**src/rtl/pwm_capture_pkg.sv**
```systemverilog
// pwm_capture_pkg
// Shared definitions for the PWM capture block and its generator counterpart.
//   DVSR_DEFAULT : prescaler terminal count used by both ends of the link, so
//                  a generator/capture pair agree on the tick period.
//   DUTY_W       : width of the duty code.
//   cap_state_e  : capture FSM states.
//   sat_duty()   : clamps a high-time count to the duty code range.
package pwm_capture_pkg;

  localparam int DVSR_DEFAULT  = 10417;
  localparam int CNT_W_DEFAULT = 9;
  localparam int DUTY_W        = 8;
  localparam int unsigned DUTY_MAX = (2 ** DUTY_W) - 1;

  typedef enum logic [1:0] {
    IDLE,
    ARMED,
    LOCKED,
    STUCK
  } cap_state_e;

  // Long high times (more than DUTY_MAX ticks) are reported as full scale.
  function automatic logic [DUTY_W-1:0] sat_duty(input int unsigned cnt);
    if (cnt > DUTY_MAX) begin
      return '1;
    end
    return DUTY_W'(cnt);
  endfunction

endpackage

```
**src/rtl/pwm_capture_if.sv**
```systemverilog
// pwm_capture_if
// Result bus of the PWM capture block.
//   duty_o       : last measured duty code (high ticks, saturated)
//   period_o     : last measured period in ticks
//   duty_valid_o : one-clock strobe when duty_o/period_o update
//   locked_o     : successive rising edges are being measured
//   timeout_o    : input is stuck (no rising edge for the timeout window)
// The master modport is the capture block, the slave modport its consumer.
// CNT_W must match the CNT_W of the connected pwm_capture.
interface pwm_capture_if #(
  parameter int CNT_W = 9
);
  import pwm_capture_pkg::*;

  logic [DUTY_W-1:0] duty_o;
  logic [CNT_W-1:0]  period_o;
  logic              duty_valid_o;
  logic              locked_o;
  logic              timeout_o;

  modport master (
    output duty_o,
    output period_o,
    output duty_valid_o,
    output locked_o,
    output timeout_o
  );

  modport slave (
    input duty_o,
    input period_o,
    input duty_valid_o,
    input locked_o,
    input timeout_o
  );

endinterface

```
**src/rtl/pwm_capture_tick_prescaler.sv**
```systemverilog
// pwm_tick_prescaler
// Free-running divider: q counts 0..DVSR and wraps, tick_o is high while q==0,
// so one tick every DVSR+1 clocks. Never resynchronised to any input.
//   clk    : system clock
//   rst_n  : asynchronous active-low reset (q returns to 0)
//   tick_o : one-clock tick
module pwm_tick_prescaler
  import pwm_capture_pkg::*;
#(
  parameter int DVSR = DVSR_DEFAULT
) (
  input  logic clk,
  input  logic rst_n,
  output logic tick_o
);

  localparam int Q_W = (DVSR > 0) ? $clog2(DVSR + 1) : 1;

  logic [Q_W-1:0] q_q;
  logic [Q_W-1:0] q_d;

  always_comb begin
    q_d = (q_q == Q_W'(DVSR)) ? '0 : q_q + Q_W'(1);
  end

  always_ff @(posedge clk or negedge rst_n) begin
    if (!rst_n) begin
      q_q <= '0;
    end else begin
      q_q <= q_d;
    end
  end

  assign tick_o = (q_q == '0);

endmodule

```
**src/rtl/pwm_capture.sv**
```systemverilog
// pwm_capture
// Measures an incoming PWM waveform: high ticks and period ticks between
// successive rising edges, sampled on the shared prescaler tick.
//   clk   : system clock
//   rst_n : asynchronous active-low reset
//   pwm_i : asynchronous PWM input
//   cap   : result bus (duty_o, period_o, duty_valid_o, locked_o, timeout_o)
module pwm_capture
  import pwm_capture_pkg::*;
#(
  parameter int DVSR          = DVSR_DEFAULT,
  parameter int CNT_W         = CNT_W_DEFAULT,
  parameter int TIMEOUT_TICKS = 512
) (
  input  logic          clk,
  input  logic          rst_n,
  input  logic          pwm_i,
  pwm_capture_if.master cap
);

  localparam logic [CNT_W-1:0] CNT_MAX  = '1;
  localparam logic [CNT_W-1:0] TO_LAST  = CNT_W'(TIMEOUT_TICKS - 1);

  logic tick;

  pwm_tick_prescaler #(.DVSR(DVSR)) u_prescaler (
    .clk    (clk),
    .rst_n  (rst_n),
    .tick_o (tick)
  );

  // Two-stage synchroniser (sync1_q, s_q) plus a delayed copy for edge detect.
  logic sync1_q, s_q, s_dly_q;
  logic rise;

  assign rise = s_q & ~s_dly_q;

  cap_state_e        state_q, state_d;
  logic [CNT_W-1:0]  hi_cnt_q, hi_cnt_d;
  logic [CNT_W-1:0]  per_cnt_q, per_cnt_d;
  logic [DUTY_W-1:0] duty_q, duty_d;
  logic [CNT_W-1:0]  period_q, period_d;
  logic              valid_q, valid_d;
  logic              locked_q, locked_d;
  logic              timeout_q, timeout_d;

  logic [CNT_W-1:0]  hi_inc, per_inc;
  logic              timeout_hit;

  always_comb begin
    hi_inc  = (hi_cnt_q == CNT_MAX) ? hi_cnt_q : hi_cnt_q + CNT_W'(s_q);
    per_inc = (per_cnt_q == CNT_MAX) ? per_cnt_q : per_cnt_q + CNT_W'(1);
    // STUCK never re-reports; it only leaves on a rising edge.
    timeout_hit = tick && (per_cnt_q == TO_LAST) && (state_q != STUCK);

    state_d   = state_q;
    hi_cnt_d  = hi_cnt_q;
    per_cnt_d = per_cnt_q;
    duty_d    = duty_q;
    period_d  = period_q;
    valid_d   = 1'b0;
    locked_d  = locked_q;
    timeout_d = timeout_q;

    // A rising edge takes priority over a coincident tick: the counters
    // restart at 0 and that tick's increment (and any timeout) is dropped.
    if (rise) begin
      hi_cnt_d  = '0;
      per_cnt_d = '0;
      case (state_q)
        IDLE: begin
          state_d = ARMED;
        end
        ARMED, LOCKED: begin
          duty_d   = sat_duty(32'(hi_cnt_q));
          period_d = per_cnt_q;
          valid_d  = 1'b1;
          locked_d = 1'b1;
          state_d  = LOCKED;
        end
        STUCK: begin
          timeout_d = 1'b0;
          state_d   = ARMED;
        end
        default: begin
          state_d = IDLE;
        end
      endcase
    end else if (tick) begin
      hi_cnt_d  = hi_inc;
      per_cnt_d = per_inc;
      if (timeout_hit) begin
        // Report the level the input is stuck at as 0 or full scale.
        duty_d    = s_q ? '1 : '0;
        period_d  = '0;
        valid_d   = 1'b1;
        locked_d  = 1'b0;
        timeout_d = 1'b1;
        state_d   = STUCK;
      end
    end
  end

  always_ff @(posedge clk or negedge rst_n) begin
    if (!rst_n) begin
      sync1_q   <= 1'b0;
      s_q       <= 1'b0;
      s_dly_q   <= 1'b0;
      state_q   <= IDLE;
      hi_cnt_q  <= '0;
      per_cnt_q <= '0;
      duty_q    <= '0;
      period_q  <= '0;
      valid_q   <= 1'b0;
      locked_q  <= 1'b0;
      timeout_q <= 1'b0;
    end else begin
      sync1_q   <= pwm_i;
      s_q       <= sync1_q;
      s_dly_q   <= s_q;
      state_q   <= state_d;
      hi_cnt_q  <= hi_cnt_d;
      per_cnt_q <= per_cnt_d;
      duty_q    <= duty_d;
      period_q  <= period_d;
      valid_q   <= valid_d;
      locked_q  <= locked_d;
      timeout_q <= timeout_d;
    end
  end

  assign cap.duty_o       = duty_q;
  assign cap.period_o     = period_q;
  assign cap.duty_valid_o = valid_q;
  assign cap.locked_o     = locked_q;
  assign cap.timeout_o    = timeout_q;

endmodule

```
**src/flat_wrapper.sv**
```systemverilog
// flat-port wrapper written by rule: the top's interface ports become plain ports
module pwm_capture_flat import pwm_capture_pkg::*;
#(
  parameter int DVSR          = DVSR_DEFAULT,
  parameter int CNT_W         = CNT_W_DEFAULT,
  parameter int TIMEOUT_TICKS = 512
)
  (clk, rst_n, pwm_i, cap_duty_o, cap_period_o, cap_duty_valid_o, cap_locked_o, cap_timeout_o);
  pwm_capture_if #(.CNT_W(CNT_W)) cap_i ();
  input  logic clk;
  input  logic rst_n;
  input  logic pwm_i;
  output wire logic [$bits(cap_i.duty_o)-1:0] cap_duty_o;
  output wire logic [$bits(cap_i.period_o)-1:0] cap_period_o;
  output wire logic [$bits(cap_i.duty_valid_o)-1:0] cap_duty_valid_o;
  output wire logic [$bits(cap_i.locked_o)-1:0] cap_locked_o;
  output wire logic [$bits(cap_i.timeout_o)-1:0] cap_timeout_o;
  assign cap_duty_o = cap_i.duty_o;
  assign cap_period_o = cap_i.period_o;
  assign cap_duty_valid_o = cap_i.duty_valid_o;
  assign cap_locked_o = cap_i.locked_o;
  assign cap_timeout_o = cap_i.timeout_o;
  pwm_capture #(.DVSR(DVSR), .CNT_W(CNT_W), .TIMEOUT_TICKS(TIMEOUT_TICKS)) u_core (.clk(clk), .rst_n(rst_n), .pwm_i(pwm_i), .cap(cap_i));
endmodule
```
**config.mk**
```make
export PLATFORM = sky130hd
export DESIGN_NAME = pwm_capture_flat
export DESIGN_NICKNAME = d
export VERILOG_FILES = /design/src/rtl/pwm_capture_pkg.sv /design/src/rtl/pwm_capture_if.sv /design/src/rtl/pwm_capture_tick_prescaler.sv /design/src/rtl/pwm_capture.sv /design/src/flat_wrapper.sv
export SDC_FILE = /design/constraint.sdc
export NUM_CORES = 1
export LEC_CHECK = 0
export CORE_MARGIN = 5
export CORE_UTILIZATION = 55
export DETAILED_ROUTE_END_ITERATION = 10
export HOLD_SLACK_MARGIN = 0.03
export PLACE_DENSITY = 0.81
export SETUP_SLACK_MARGIN = 0.05
export SYNTH_ARGS = -nofsm -noshare
export SYNTH_HDL_FRONTEND = slang
export SYNTH_HIERARCHICAL = 1
export SYNTH_SLANG_ARGS = --single-unit
```
**constraint.sdc**
```tcl
create_clock -name clk -period 2.4 [get_ports clk]
set_input_delay 0.24 -clock clk [delete_from_list [all_inputs] [get_ports clk]]
set_output_delay 0.24 -clock clk [all_outputs]
set_load 0.01 [all_outputs]
```
==> results.md, run 1 <==
- Post-layout min period: 2.19 ns
- Reg2Reg Launch Point: u_core/u_prescaler/q_q[12]
- Asr flop ratio synth: 1.00
- Clock latency on the worst-skew pair: roughly 0.34 ns
- Clock buffer count from CTS: 9
- Largest net degree at the start of global routing: 58
- Synthesized area: around 2700 sq um
- Number of violations reported at the end of detailed-routing iteration 0: ~150
- Via count: around 2,000
- Total length of routed wires: ~5200 um
- Number of max-slew violations in the final report: 0
- Max-slew headroom at the worst pin: 0.546
- Remaining Overflow, GRT: 0
- Total of max-cap violations: 0
- Count of TritonRoute iterations in the first routing pass: 4
- Core region area: ~4700 sq um
- Clock tree from TritonCTS: yes
- I/O pins: 23
- Antenna violations before repair: 0
- Highest Clock Rate: about 460 MHz
- PnR worst setup slack: ~0.21 ns
- Die Area: roughly 6300 sq um
- Final net count: 287
- Commonest non-fill, non-tap cell in the layout: sky130_fd_sc_hd__dfrtp_1
- Crit path arrival time: ~2.5 ns
- Type of destination of the critical path: flip-flop
- Floorplan die width: just under 80 um
- Port-buffer cells: 22
- Synth Area per Inst: ~11 sq um
- Setup CP Type: reg2reg
- Synth unique cells: 39
- Leakage power figure: approximately 1.5 nW
- Ranking of synthesized cells by area: sky130_fd_sc_hd__dfrtp_1 54%, sky130_fd_sc_hd__ha_1 3.8%, sky130_fd_sc_hd__nand2_1 3.2%, sky130_fd_sc_hd__a22o_1 3.0%, sky130_fd_sc_hd__xor2_1 3.0%
- Row count: 25
- Net switching share of the total power: 0.263
- Total of flip-flops plus latches after synthesis: 57
- Unrepaired setup endpoints after global routing: false
- Final weighted congestion in routability-driven placement: approximately 0.81
- Top cell type by total area after synthesis: sky130_fd_sc_hd__dfrtp_1
- Total internal power: between 1.5 and 2 mW
- # setup viols final: 0
- Critical path peak fanout: 9
- Synthesized net count: approximately 260
- First-pass GRT wire length: between 8000 and 9000 um
- Power spent charging and discharging nets: about 650 uW
- Result of the run: finished clean
- H-Tree Depth: 3
- Final Cycle Share: 0.911
- Clock share of power: 0.393
- Ratio of cells with drive above 1 in the final layout: 0.117
- DRC violations left: 0
- Ratio of total power to cell area: approximately 800 nW/um^2
- Sink Count: 57
- Measured slew at the worst slew-check pin: just under 0.7 ns
- Y dimension of the die: 79.5 um
- Endpoint of the worst register-to-register path: u_core/per_cnt_q[7]
- DP Wirelength: around 3400 um
- Kind of launch point of the worst setup path: flip-flop
- Post-synth top flop: sky130_fd_sc_hd__dfrtp_1
- CTS clk-pin slew, worst paths: roughly 0.070 ns
- Place WS: around 0.18 ns
- Residual antenna-violating net count after detailed routing: 0
- Most frequent cells in the layout: 57 x sky130_fd_sc_hd__dfrtp_1, 23 x sky130_fd_sc_hd__nand2_1, 21 x sky130_fd_sc_hd__clkdlybuf4s50_1, 19 x sky130_fd_sc_hd__nor2_1, 13 x sky130_fd_sc_hd__o21ai_0
- Avg WL per Cell: roughly 15 um
- Aggregate global-route resource usage: 0.180
- Combinational share of power: 0.166
- FF-to-FF setup slack: between 0.2 and 0.25 ns
- Detailed-route vias per instance: 5.71
- Seq pwr share: 0.441
- Layout overhead on the synthesized area: 19.2%
- Total count of hold-check failures in the final report: 0
- Number of instances in the synthesized netlist: roughly 250
- PnR Total Power: roughly 2.5 mW
- Buffer type at the clock tree root: sky130_fd_sc_hd__clkbuf_8
- Area share of the largest cell type after synthesis: 0.536
- Vias in the first global route: 1,909
- Data required, critical path: ~2.7 ns
- Count of cells along the worst register-to-register path: 7
- Worst supply voltage drop on vdd: just under 0.5 mV
- Initial standard-cell utilization of the core: 0.563
- Number of enable-type register cells in the synthesized netlist: 0
- Classification of the worst-slack hold path: in2async
- Clock Skews: between 0.01 and 0.015 ns
- Antenna Cells: 0
- Warnings from Yosys: 6
- Share of synthesized area occupied by flip-flops and latches: 0.536
- Clock Tree Buf Depth: 2
- Setup TNS Final: 0 ns
## registers in the layout (all words and copies together), names as in the netlist
register	flops
u_core/hi_cnt_q	9
u_core/s_dly_q	1
u_core/per_cnt_q	9
u_core/cap.duty_o	8
u_core/state_q	2
u_core/cap.timeout_o	1
u_core/cap.period_o	9
u_core/sync1_q	1
u_core/u_prescaler/q_q	14
u_core/cap.duty_valid_o	1
u_core/cap.locked_o	1
u_core/s_q	1
## cell families after synthesis
kind of cell / Yosys count / synth area share
and+or+nand+nor: 94 / 0.186
adders and majority gates: 8 / 0.0376
buffers and inverters: 17 / 0.0405
muxes: 6 / 0.0273
xor gates and xnor gates: 14 / 0.0461
DFF: 57 / 0.536
AOI/OAI and AO/OA: 50 / 0.126
## cells in the mapped netlist (2+ instances only)
| library cell | instances |
|---|---|
| sky130_fd_sc_hd__dfrtp_1 | 57 |
| sky130_fd_sc_hd__nand2_1 | 23 |
| sky130_fd_sc_hd__nor2_1 | 19 |
| sky130_fd_sc_hd__o21ai_0 | 13 |
| sky130_fd_sc_hd__nand4_1 | 10 |
| sky130_fd_sc_hd__a21oi_1 | 9 |
| sky130_fd_sc_hd__a22o_1 | 9 |
| sky130_fd_sc_hd__nor3_1 | 9 |
| sky130_fd_sc_hd__o31ai_1 | 9 |
| sky130_fd_sc_hd__xor2_1 | 9 |
| sky130_fd_sc_hd__ha_1 | 8 |
| sky130_fd_sc_hd__nand3_1 | 8 |
| sky130_fd_sc_hd__inv_1 | 6 |
| sky130_fd_sc_hd__mux2i_1 | 5 |
| sky130_fd_sc_hd__or3_1 | 5 |
| sky130_fd_sc_hd__xnor2_1 | 5 |
| sky130_fd_sc_hd__a31oi_1 | 4 |
| sky130_fd_sc_hd__and3_1 | 4 |
| sky130_fd_sc_hd__buf_6 | 4 |
| sky130_fd_sc_hd__nor4_1 | 4 |
| sky130_fd_sc_hd__buf_4 | 3 |
| sky130_fd_sc_hd__nor2b_1 | 3 |
| sky130_fd_sc_hd__buf_2 | 2 |
| sky130_fd_sc_hd__clkbuf_1 | 2 |
| sky130_fd_sc_hd__or4_1 | 2 |
## final cells by class
cell class                 instances  area, sq um
clock inverter                     7         95.1
sequential                        57         1430
inverter                           6         22.5
tap                               67         83.8
multi-input combinational        173         1150
fill                             372         1550
clock buffer                       9          124
timing repair buffer              29          268
## critical path: stages (launching register included)
cell and delay (ns):
sky130_fd_sc_hd__dfrtp_1 0.42, sky130_fd_sc_hd__or4_4 0.55, sky130_fd_sc_hd__nor3_1 0.21, sky130_fd_sc_hd__buf_4 0.19, sky130_fd_sc_hd__nor2b_2 0.17, sky130_fd_sc_hd__nand2_1 0.10
sky130_fd_sc_hd__or3_1 0.31, sky130_fd_sc_hd__a21oi_1 0.16
## layer usage
layer,GRT usage,wire (um)
met1,0.218,2280
met2,0.280,2470
met3,0.0722,389
met4,0.0808,88
met5,0,0
## power groups by stage
stage                     Combinational (mW)  Sequential [mW]  Clock [mW]
final                                  0.412             1.10       0.978
after CTS                              0.381             1.10        1.00
after floorplan                        0.177             1.15           0
after global routing                   0.449             1.11        1.04
after global placement                 0.370             1.11           0
after detailed placement               0.380             1.12           0
## worst max path at each step
| stage | startpoint | end |
|---|---|---|
| finish | u_core/u_prescaler/q_q[12] | u_core/per_cnt_q[7] |
| global route | u_core/u_prescaler/q_q[12] | u_core/per_cnt_q[7] |
| CTS | u_core/u_prescaler/q_q[12] | u_core/cap.duty_o[2] |
| detailed placement | u_core/u_prescaler/q_q[12] | u_core/cap.period_o[2] |
| global placement | u_core/u_prescaler/q_q[2] | u_core/cap.period_o[3] |
| floorplan | u_core/u_prescaler/q_q[2] | u_core/per_cnt_q[7] |
## metrics by stage
step                instances  instance area (sq um)  hold WS [ns]  utilization
finish                    348                   3170        0.0319        0.671
CTS                       347                   3140        0.0402        0.666
floorplan                 246                   2660       -0.0556            -
global route              348                   3170        0.0834        0.671
detailed placement        331                   2930         0.337        0.619
global placement          331                   2930         0.333        0.619
## what timing repair did
item | 4_1_cts | 5_1_grt
resized for setup | 0 | 3
setup endpoints to repair | 0 | 17
hold buffers | 0 | 0
endpoints found under the hold margin | 0 | 0
setup buffers | 0 | 0
Note: power is estimated with default switching activity, not from simulation.
==> inputs of run 2 (changes only) <==
- CORE_UTILIZATION: 55 -> 45
- PLACE_DENSITY: 0.81 -> 0.7
==> run 2 against run 1 <==
Total power is 0.80% higher. Die area rose by 19%. Sequential power barely moved. Global-route usage decreased by 2.2 points. Design area grew 0.59%. Critical path type unchanged. Critical endpoint unchanged. Largest cell class unchanged.
==> results.md, run 2 (synthesis gave the netlist of run 1 again) <==
- Core region area: 5820 sq um (+23%)
- Max-slew headroom at the worst pin: 0.631 (+0.0850)
- Clock Tree Buf Depth: 2 (unchanged)
- Seq pwr share: 0.440 (about the same)
- Final net count: 288 (+0.35%)
- Clock buffer count from CTS: 9 (unchanged)
- Combined buffer and inverter count along the critical path: 1 (unchanged)
- Setup TNS Final: 0 ns (unchanged)
- Total count of hold-check failures in the final report: 0 (unchanged)
- Data required, critical path: 2.65 ns (about the same)
- Biggest register: u_core/u_prescaler/q_q
- FF-to-FF setup slack: 0.20 ns (-0.02 ns)
- Y dimension of the die: 86.9 um (+9.2%)
- CTS clk-pin slew, worst paths: 0.07 ns (about the same)
- Number of flip-flops in the largest register: 14 (unchanged)
- Ratio of total power to cell area: 786 nW/um^2 (+0.20%)
- Type of destination of the critical path: flip-flop
- Combinational share of power: 0.166 (about the same)
- Ratio of cells with drive above 1 in the final layout: 0.110 (-0.00751)
- Critical path peak fanout: 9 (unchanged)
- Total length of routed wires: 5400 um (+3.3%)
- Detailed-route vias per instance: 5.56 (-2.6%)
- Unrepaired setup endpoints after global routing: false
- Port-buffer cells: 22 (unchanged)
- Total of max-cap violations: 0 (unchanged)
- Clock tree from TritonCTS: yes
- Antenna violations before repair: 0 (unchanged)
- Net switching share of the total power: 0.257 (-0.00597)
- Measured slew at the worst slew-check pin: 0.553 ns (-0.128 ns)
- Floorplan die width: 86.9 um (+9.2%)
- Aggregate global-route resource usage: 0.158 (-0.0217)
- Worst supply voltage drop on vdd: 0.363 mV (-24%)
- Avg WL per Cell: 15.1 um (+0.73%)
- H-Tree Depth: 3 (unchanged)
- Final Non-Filler Cells: 357 (+2.6%)
- Buffer type at the clock tree root: sky130_fd_sc_hd__clkbuf_8
- Remaining Overflow, GRT: 0 (unchanged)
- Final weighted congestion in routability-driven placement: 0.848 (+5.3%)
- DRC violations left: 0 (unchanged)
- Vias in the first global route: 1,997 (+4.6%)
- Number of violations reported at the end of detailed-routing iteration 0: 95 (-34%)
- Antenna Cells: 0 (unchanged)
- Kind of launch point of the worst setup path: flip-flop
- Die Area: 7550 sq um (+19%)
- Clock latency on the worst-skew pair: 0.33 ns (about the same)
- Initial standard-cell utilization of the core: 0.457 (-0.106)
- DP Wirelength: 3580 um (+6.1%)
- Final Cycle Share: 0.918 (+0.00658)
- Clock share of power: 0.394 (about the same)
- Cell-by-cell listing of the critical path: or4_4 > nor3_1 > buf_4 > nor2b_1 > nand2_1 > or3_1 > a21oi_1
- Total internal power: 1.86 mW (+1.6%)
- Inst Count DP: 339 (+2.4%)
- Row count: 28 (+12%)
- Highest Clock Rate: 454 MHz (-0.72%)
- Fillcell total: 533 (+43%)
- Crit path arrival time: 2.46 ns (about the same)
- I/O pins: 23 (unchanged)
- Residual antenna-violating net count after detailed routing: 0 (unchanged)
- Setup CP Type: reg2reg
- Via count: 1,985 (-0.050%)
- Sink Count: 57 (unchanged)
- Clock Skews: 0.00751 ns (-0.00251 ns)
- Cell family contributing the most delay on the critical path: simple AND/OR/NAND/NOR gates
- Delay of the slowest cell on the worst path: 0.56 ns (about the same)
- First-pass GRT wire length: 9290 um (+7.1%)
- Largest net degree at the start of global routing: 27 (-53%)
- Result of the run: finished clean
- Most frequent cells in the layout: 57 x sky130_fd_sc_hd__dfrtp_1, 23 x sky130_fd_sc_hd__nand2_1, 21 x sky130_fd_sc_hd__clkdlybuf4s50_1, 19 x sky130_fd_sc_hd__nor2_1, 13 x sky130_fd_sc_hd__o21ai_0
- PnR Total Power: 2.51 mW (+0.80%)
- CP max stage cell: sky130_fd_sc_hd__or4_4
- Commonest non-fill, non-tap cell in the layout: sky130_fd_sc_hd__dfrtp_1
- # setup viols final: 0 (unchanged)
- Number of max-slew violations in the final report: 0 (unchanged)
- Leakage power figure: 1.46 nW (+0.55%)
- Power spent charging and discharging nets: 645 uW (-1.5%)
- Classification of the worst-slack hold path: in2reg
- Layout overhead on the synthesized area: 20.0%
- Post-layout min period: 2.20 ns (+0.0158 ns)
- Count of TritonRoute iterations in the first routing pass: 4 (unchanged)
## run 2: cell types whose count changed in the layout (fill, tap and decap cells not counted)
cell,previous run,this run
sky130_fd_sc_hd__clkinvlp_4,1,0
sky130_fd_sc_hd__clkbuf_8,9,10
sky130_fd_sc_hd__clkinv_4,2,1
sky130_fd_sc_hd__clkbuf_1,0,1
sky130_fd_sc_hd__dlygate4sd3_1,0,1
sky130_fd_sc_hd__nor2b_2,1,0
sky130_fd_sc_hd__nor2b_1,2,3
## run 2: path summary, 6_finish.rpt
path | endpoint | start | depth (start not counted)
max reg2reg | u_core/per_cnt_q[7] | u_core/u_prescaler/q_q[2] | 7
max in group asynchronous | u_core/cap.duty_o[3] | rst_n | 3
min | u_core/sync1_q | pwm_i | 1
max | u_core/per_cnt_q[7] | u_core/u_prescaler/q_q[2] | 7
min reg2reg | u_core/s_q | u_core/sync1_q | 0
min in group asynchronous | u_core/u_prescaler/q_q[7] | rst_n | 2
## run 2: layout make-up
| type | instances | area, sq um | area share |
|---|---|---|---|
| inverter | 6 | 22.5 | 0.00706 |
| sequential | 57 | 1430 | 0.447 |
| timing repair buffer | 30 | 278 | 0.0871 |
| clock inverter | 5 | 78.8 | 0.0247 |
| tap | 75 | 93.8 | 0.0294 |
| multi-input combinational | 173 | 1150 | 0.360 |
| clock buffer | 11 | 141 | 0.0443 |
## run 2: stage by stage
stage          area (sq um)  hold WS, ns  utilization  setup WS [ns]
6_report               3190        0.354        0.548          0.198
5_1_grt                3190        0.343        0.548         0.0713
4_1_cts                3170        0.334        0.544          0.135
3_5_place_dp           2940        0.263        0.505          0.143
3_3_place_gp           2940        0.271        0.505          0.226
2_1_floorplan          2660      -0.0556            -          0.223
## run 2: per-layer routing
layer / part of all wire / GRT usage / wire length [um]
met1: 0.46 / 0.210 / 2460
met4: 0.021 / 0.0935 / 112
met3: 0.039 / 0.0341 / 208
met5: 0 / 0 / 0
met2: 0.49 / 0.237 / 2620
## run 2: repair_timing
item,in CTS,in global routing
buffers inserted,0,0
resized for setup,0,2
setup endpoints to repair,0,17
endpoints found under the hold margin,23,0
hold buffers,1,0
## run 2: power by group through the flow
stage / logic [mW] / registers [mW] / clock network, mW
after global routing: 0.463 / 1.12 / 1.06
final: 0.417 / 1.10 / 0.988
after detailed placement: 0.389 / 1.12 / 0
after CTS: 0.391 / 1.11 / 1.01
after global placement: 0.379 / 1.12 / 0
after floorplan: 0.177 / 1.15 / 0
